### config.mk
export PLATFORM = sky130hd
export DESIGN_NAME = mem_access_unit
export DESIGN_NICKNAME = d
export VERILOG_FILES = /design/src/rtl/mem_access_unit.sv
export SDC_FILE = /design/constraint.sdc
export NUM_CORES = 1
export LEC_CHECK = 0
export BUFFER_PORTS_ARGS = -buffer_cell sky130_fd_sc_hd__buf_2
export CELL_PAD_IN_SITES_DETAIL_PLACEMENT = 0
export CELL_PAD_IN_SITES_GLOBAL_PLACEMENT = 2
export CORE_ASPECT_RATIO = 0.7
export CORE_MARGIN = 2
export CORE_UTILIZATION = 28
export DETAILED_ROUTE_END_ITERATION = 12
export PLACE_DENSITY_LB_ADDON = 0.1
export SYNTH_ARGS = -nofsm -noshare
export SYNTH_HDL_FRONTEND = slang
export SYNTH_SLANG_ARGS = --single-unit
### constraint.sdc
create_clock -name clk -period 3.8 [get_ports clk]
set_clock_uncertainty 0.05 [all_clocks]
set_input_delay 0.19 -clock clk [delete_from_list [all_inputs] [get_ports clk]]
set_output_delay 0.19 -clock clk [all_outputs]
set_load 0.1 [all_outputs]
### src/rtl/mem_access_unit.sv
// Load/store access unit sitting between the multicycle control FSM and data memory.
// Define MISALIGN_TRAP_EN to trap misaligned halfword/word accesses (fault=1, no memory access).
module mem_access_unit #(
    parameter int unsigned MEM_LATENCY = 1
) (
    input  logic        clk,
    input  logic        rst,
    input  logic        start,
    input  logic        is_store,
    input  logic [2:0]  funct3,
    input  logic [31:0] addr,
    input  logic [31:0] wdata,
    output logic [31:0] mem_addr,
    output logic [31:0] mem_wdata,
    output logic        mem_wren,
    output logic [3:0]  mem_be,
    input  logic [31:0] mem_rdata,
    output logic [31:0] rdata,
    output logic        busy,
    output logic        done,
    output logic        fault
);
    typedef enum logic [1:0] {IDLE, ACCESS, WAIT, DONE} state_t;
    typedef enum logic [1:0] {SZ_B, SZ_H, SZ_W} size_t;

    localparam logic [1:0] WAIT_INIT = 2'(MEM_LATENCY - 1);

    state_t      state, state_next;
    logic [1:0]  cnt;
    logic        is_store_q;
    logic [2:0]  funct3_q;
    logic [31:0] addr_q;
    logic [31:0] wdata_q;
    size_t       size_q;
    logic [3:0]  be;
    logic [31:0] wdata_rep;
    logic [7:0]  lane_b;
    logic [15:0] lane_h;
    logic [31:0] load_ext;
    logic        trap_in;

    // Undefined funct3 encodings fall through to word accesses.
    function automatic size_t decode_size(input logic [2:0] f);
        case (f)
            3'b000, 3'b100: return SZ_B;
            3'b001, 3'b101: return SZ_H;
            default:        return SZ_W;
        endcase
    endfunction

    assign size_q = decode_size(funct3_q);

`ifdef MISALIGN_TRAP_EN
    logic fault_q;
    always_comb begin
        trap_in = 1'b0;
        case (decode_size(funct3))
            SZ_H:    trap_in = addr[0];
            SZ_W:    trap_in = (addr[1:0] != 2'b00);
            default: trap_in = 1'b0;
        endcase
    end
    always_ff @(posedge clk) begin
        if (rst)
            fault_q <= 1'b0;
        else if (state == IDLE && start)
            fault_q <= trap_in;
    end
    assign fault = (state == DONE) && fault_q;
`else
    assign trap_in = 1'b0;
    assign fault   = 1'b0;
`endif

    always_comb begin
        be        = 4'b1111;
        wdata_rep = wdata_q;
        case (size_q)
            SZ_B: begin
                be        = 4'b0001 << addr_q[1:0];
                wdata_rep = {4{wdata_q[7:0]}};
            end
            SZ_H: begin
                be        = addr_q[1] ? 4'b1100 : 4'b0011;
                wdata_rep = {2{wdata_q[15:0]}};
            end
            default: ;
        endcase
    end

    assign lane_b = mem_rdata[{addr_q[1:0], 3'b000} +: 8];
    assign lane_h = addr_q[1] ? mem_rdata[31:16] : mem_rdata[15:0];

    always_comb begin
        load_ext = mem_rdata;
        case (size_q)
            SZ_B:    load_ext = {{24{lane_b[7] & ~funct3_q[2]}}, lane_b};
            SZ_H:    load_ext = {{16{lane_h[15] & ~funct3_q[2]}}, lane_h};
            default: ;
        endcase
    end

    always_comb begin
        state_next = state;
        mem_addr   = '0;
        mem_wdata  = '0;
        mem_wren   = 1'b0;
        mem_be     = '0;
        case (state)
            IDLE: begin
                if (start)
                    state_next = trap_in ? DONE : ACCESS;
            end
            ACCESS: begin
                mem_addr   = {addr_q[31:2], 2'b00};
                mem_be     = be;
                mem_wdata  = wdata_rep;
                mem_wren   = is_store_q;
                state_next = is_store_q ? DONE : WAIT;
            end
            WAIT: begin
                mem_addr = {addr_q[31:2], 2'b00};
                mem_be   = be;
                if (cnt == 2'd0)
                    state_next = DONE;
            end
            DONE:    state_next = IDLE;
            default: state_next = IDLE;
        endcase
    end

    assign busy = (state != IDLE);
    assign done = (state == DONE);

    always_ff @(posedge clk) begin
        if (rst) begin
            state      <= IDLE;
            cnt        <= '0;
            rdata      <= '0;
            is_store_q <= 1'b0;
            funct3_q   <= '0;
            addr_q     <= '0;
            wdata_q    <= '0;
        end else begin
            state <= state_next;
            if (state == IDLE && start) begin
                is_store_q <= is_store;
                funct3_q   <= funct3;
                addr_q     <= addr;
                wdata_q    <= wdata;
            end
            // Counter is loaded on leaving ACCESS so WAIT lasts exactly MEM_LATENCY cycles.
            if (state == ACCESS)
                cnt <= WAIT_INIT;
            else if (state == WAIT && cnt != 2'd0)
                cnt <= cnt - 2'd1;
            if (state == WAIT && cnt == 2'd0)
                rdata <= load_ext;
        end
    end
endmodule

**Yosys cells after proc, flatten, opt, wreduce, memory -nomap -nowiden**

Cells that the tools add are included.

- Muxes and demuxes: 14
- Equal/unequal tests: 9
- Shifts and indexed selects: 2
- Reduce and logical (&&, ||, !) cells: 14
- Add/sub/neg operators: 1
- Bitwise gates (word level): 3

Operator list:

| cell | number |
|---|---|
| $pmux 32 s2 | 2 |
| $mux 32 | 2 |
| $shiftx 32x6->8 | 1 |
| $mux 16 | 1 |
| $mux 4 | 2 |
| $pmux 2 s4 | 1 |
| $pmux 4 s2 | 1 |
| $reduce_or 2->1 | 4 |
| $eq 3x3->1 const B | 2 |
| $logic_not 2->1 | 3 |
| $eq 2x1->1 const B | 2 |
| $eq 2x2->1 const B | 2 |
| $mux 2 | 2 |
| $ne 2x2->1 const B | 2 |
| $pmux 2 s2 | 1 |
| $reduce_bool 2->1 | 2 |
| $shl 1x2->4 const A | 1 |
| $eq 3x1->1 const B | 1 |
| $logic_and 1x1->1 | 3 |
| $logic_not 3->1 | 1 |
| $and 1x1->1 | 2 |
| $mux 1 | 2 |
| $reduce_and 2->1 | 1 |
| $sub 2x1->2 const B | 1 |
| $not 1->1 | 1 |

- Register bits: 104
- Word-level logic and storage cells: 50
- Output and inout bits: 104

**Logic depth before layout (Yosys ltp)**

- Word-level depth: 6
- Gate-level depth with buffers: 8
- Gate-level depth less buffers: 6

**Worst setup path after synthesis**

Ideal clock, no wire load.

- Path type: reg-to-output
- Start: register state[1]
- End: output port mem_wdata[11]
- Stages on the path, launching flop included: 5
- Required time: 3560 ps
- Setup slack: 477 ps
- Path buffers: 1
- Arrival time: 3083 ps
- Path through: dfxtp_1 > inv_1 > ha_1 > clkbuf_1 > a21boi_0

- Word-level cells in the longest chain between the ends: 2

Ends and longest elaborated chain:

| element | line | RTL |
|---|---|---|
| start, declared | 28 | `state_t state, state_next;` |
| start signal, assigned | 145 | `state <= state_next;` |
| $eq 2x1->1 | 109 | `case (state)` |
| $mux 32 | 109 |  |
| end, declared | 14 | `output logic [31:0] mem_wdata,` |

Every way passes these cells.

**Final worst setup path**

- Start: register state[1]
- End: output port mem_be[3]

- Word-level cells in the longest chain between the ends: 3
- Elaborated cells between the ends (all ways): 4
- Classes of those cells: eq/ne (2); mux (1); reduce/logical (1)

Ends and longest elaborated chain:

| element | line | RTL |
|---|---|---|
| $eq 2x1->1 / $eq 2x2->1 (equally long branches) | 109 |  |
| $reduce_or 2->1 (no source line) * | -- |  |
| $mux 4 * | 109 |  |
| end, declared | 16 | `output logic [3:0] mem_be,` |

Every way passes the cells marked *; elsewhere a longest branch is shown, timed or not.

==> results.md <==
* Row Count at 41
* Via count at 5116
* GP Congestion at 0.813
* Full die area at 19300 µm²
* Core area at 17900 µm²
* Worst IR Drop VDD at 0.000504 V
* Worst slew pin tran at 937 ps
* Leakage at 2.92 nW
* Max frequency at 0.368 GHz
* Syn avg cell area at 7.61 µm²
* Clock Sinks at 104
* Status: complete, no violations
* CP arrival at 2470 ps
* Chip width at 165 µm
* Syn. warnings at 0
* Slew Limit Fails at 0
* M1 WL at 8.23 mm
* Synth area leaders: dfxtp_1 (41%), nand2_1 (13%), a21oi_1 (8.5%)
* # diodes at 0
* Hpwl dp at 12.2 mm
* Final core occ at 0.364
* Number of synthesized flops with an enable pin at 0
* Area leader, netlist: dfxtp_1
* Largest net degree at the start of global routing at 78
* Nets@finish at 946
* Crit Path Max Fanout at 35
* Inserted Clock Buffers at 9
* Ys flop type: dfxtp_1
* First-pass GRT wire length at 25.6 mm
* Grt ovf at 0
* Die Height at 117 µm
* Cell area after layout at 6510 µm²
* Setup CP Type: reg -> out
* Cts hold-fix bufs at 0
* H-tree Lvls at 3
* Tot Pwr at 5.47 mW
* Number of remaining DRC errors at 0
* Post-synthesis async set-or-reset flop share at 0
* RSZ-0062 raised after global routing: false
* Finish-stage setup viols at 0
* Initial DRT Pass Iterations at 4
* Initial core utilization at 0.284
* Top-count cell post-synth: nand2_1
* DRT antenna net count at 0
* Worst EP required at 3560 ps
* Met3 wire length at 1.29 mm
* DR WL met2 at 7.17 mm
* All-layer global routing usage at 0.171
* Clock latency on the worst-skew pair at 350 ps
* Sequential share of the synthesized area at 0.409
* Final Hold Vio Count at 0
* Element type at the critical path start: flip-flop
* Via density at 4.75
* Slew Limit Headroom at 0.376
* Critical Path End Type: output port
* DR iter-0 viols at 225
* Combined area of all synthesized cells at 5090 µm²
* P per Cell Area at 840 nW/µm²
* Vias in the first global route at 4781
* Count of different cell masters after synthesis at 42
* Share of layout cells above drive strength 1 at 0.280
* Commonest cells in the netlist: nand2_1 (171), dfxtp_1 (104), a21oi_1 (86), and2_1 (49), clkbuf_1 (35)
* Post-cts resize count at 0
* Mapped Cells at 669
* CTS tree: yes
* Area Growth Syn to Fin at 27.9%
* Setup TNS Final at 0 ps
* DR top layer: met4
* Clock Pin Slew Worst Setup and Hold Paths at 70 ps
* Initial antenna violation count at 0
* Max-cap violations at 0
* Number of I/O port buffers at 203
* Post-placement cell count at 1062
* Period Utilization, post-route at 0.714
* Max Root-Sink Buffers at 2
* Postcts setup bufs at 0
* DP Worst Slack at 1430 ps
* Dpl cell area at 6220 µm²
* Hold slack at 16.7 ps
* Hold Crit Depth at 3
* Setup WS post-layout at 1090 ps
* Finished Layout Cells at 1078
* I/O pin total at 207
* Share of the synthesized area in the top cell type at 0.409
* Clk root buf: clkbuf_16
* Yosys reg bits at 104
* Post-route minimum period at 2710 ps
* Worst Hold Class: in -> reg
* Total detailed-routing wirelength at 16.9 mm
* WL/cell at 15.6 µm
* R2r worst-path depth at 5
## placed cells by master, fill, tap and decap left out, types with 2 or more instances in the layout
cell         n
buf_4        8
a31oi_1      3
inv_6        2
inv_1       17
nand2b_1     2
o21ai_0     32
nor2b_1     21
dfxtp_1    103
a21oi_1     86
clkbuf_8     2
conb_1       3
clkbuf_16    9
a21boi_0     8
buf_2      203
a311oi_1     2
a221oi_1     8
ha_1         6
nor2_1      21
and2_1      49
a22o_1       7
mux2i_1     19
a22oi_1      7
nand3b_1    14
nand2_1    170
a21o_1       7
nor3_1       3
o22ai_1      7
o21a_1       3
## kinds of logic (layout without fill, tap and decap cells)
| logic type | count (synthesis) | count (layout) | share of synthesized area |
|---|---|---|---|
| mux | 20 | 20 | 0.0401 |
| compound gates | 175 | 175 | 0.204 |
| xor+xnor | 1 | 1 | 0.00172 |
| other cells | 1 | 3 | 0.000737 |
| buf+inv | 73 | 244 | 0.0641 |
| flops | 104 | 104 | 0.409 |
| fa+ha+maj | 6 | 6 | 0.0147 |
| simple gates | 289 | 289 | 0.266 |
## where the power goes
group          internal [mW]  total, mW  switching, mW
Combinational          0.568       3.03           2.47
Clock                  0.486      0.925          0.439
Sequential              1.33       1.51          0.179
Total                   2.39       5.47           3.08
## routing by layer
metal,vias up,global-route usage
li1,2556,-
met1,2397,0.239
met2,149,0.261
met3,14,0.0504
met4,0,0.0365
met5,-,0
## critical path, cell delays in order, from the launching register on
cell     delay, ps
dfxtp_1        400
inv_1          100
ha_1           910
nor2b_1        250
buf_2          450
## worst paths after layout
| kind | from | end | slack [ps] |
|---|---|---|---|
| worst max-delay path | state[1] | mem_be[3] | 1090 |
| worst min-delay path | addr[4] | addr_q[4] | 20 |
| worst max register to register | addr_q[1] | rdata[11] | 1560 |
| worst min register to register | is_store_q | is_store_q | 400 |
## cell type report
class | instances | area [µm²]
Timing Repair Buffer | 211 | 1080
Sequential cell | 104 | 2080
Clock buffer | 11 | 253
Inverter | 17 | 63.8
Fill cell | 1966 | 11400
Multi-Input combinational cell | 494 | 2700
Clock inverter | 5 | 38.8
Tap cell | 236 | 295
## sequential cells by signal, indices dropped and copies added (netlist names)
| name | flops |
|---|---|
| is_store_q | 1 |
| cnt | 2 |
| wdata_q | 32 |
| state | 2 |
| rdata | 32 |
| funct3_q | 3 |
| addr_q | 32 |
Note: power is estimated with default switching activity, not from simulation.
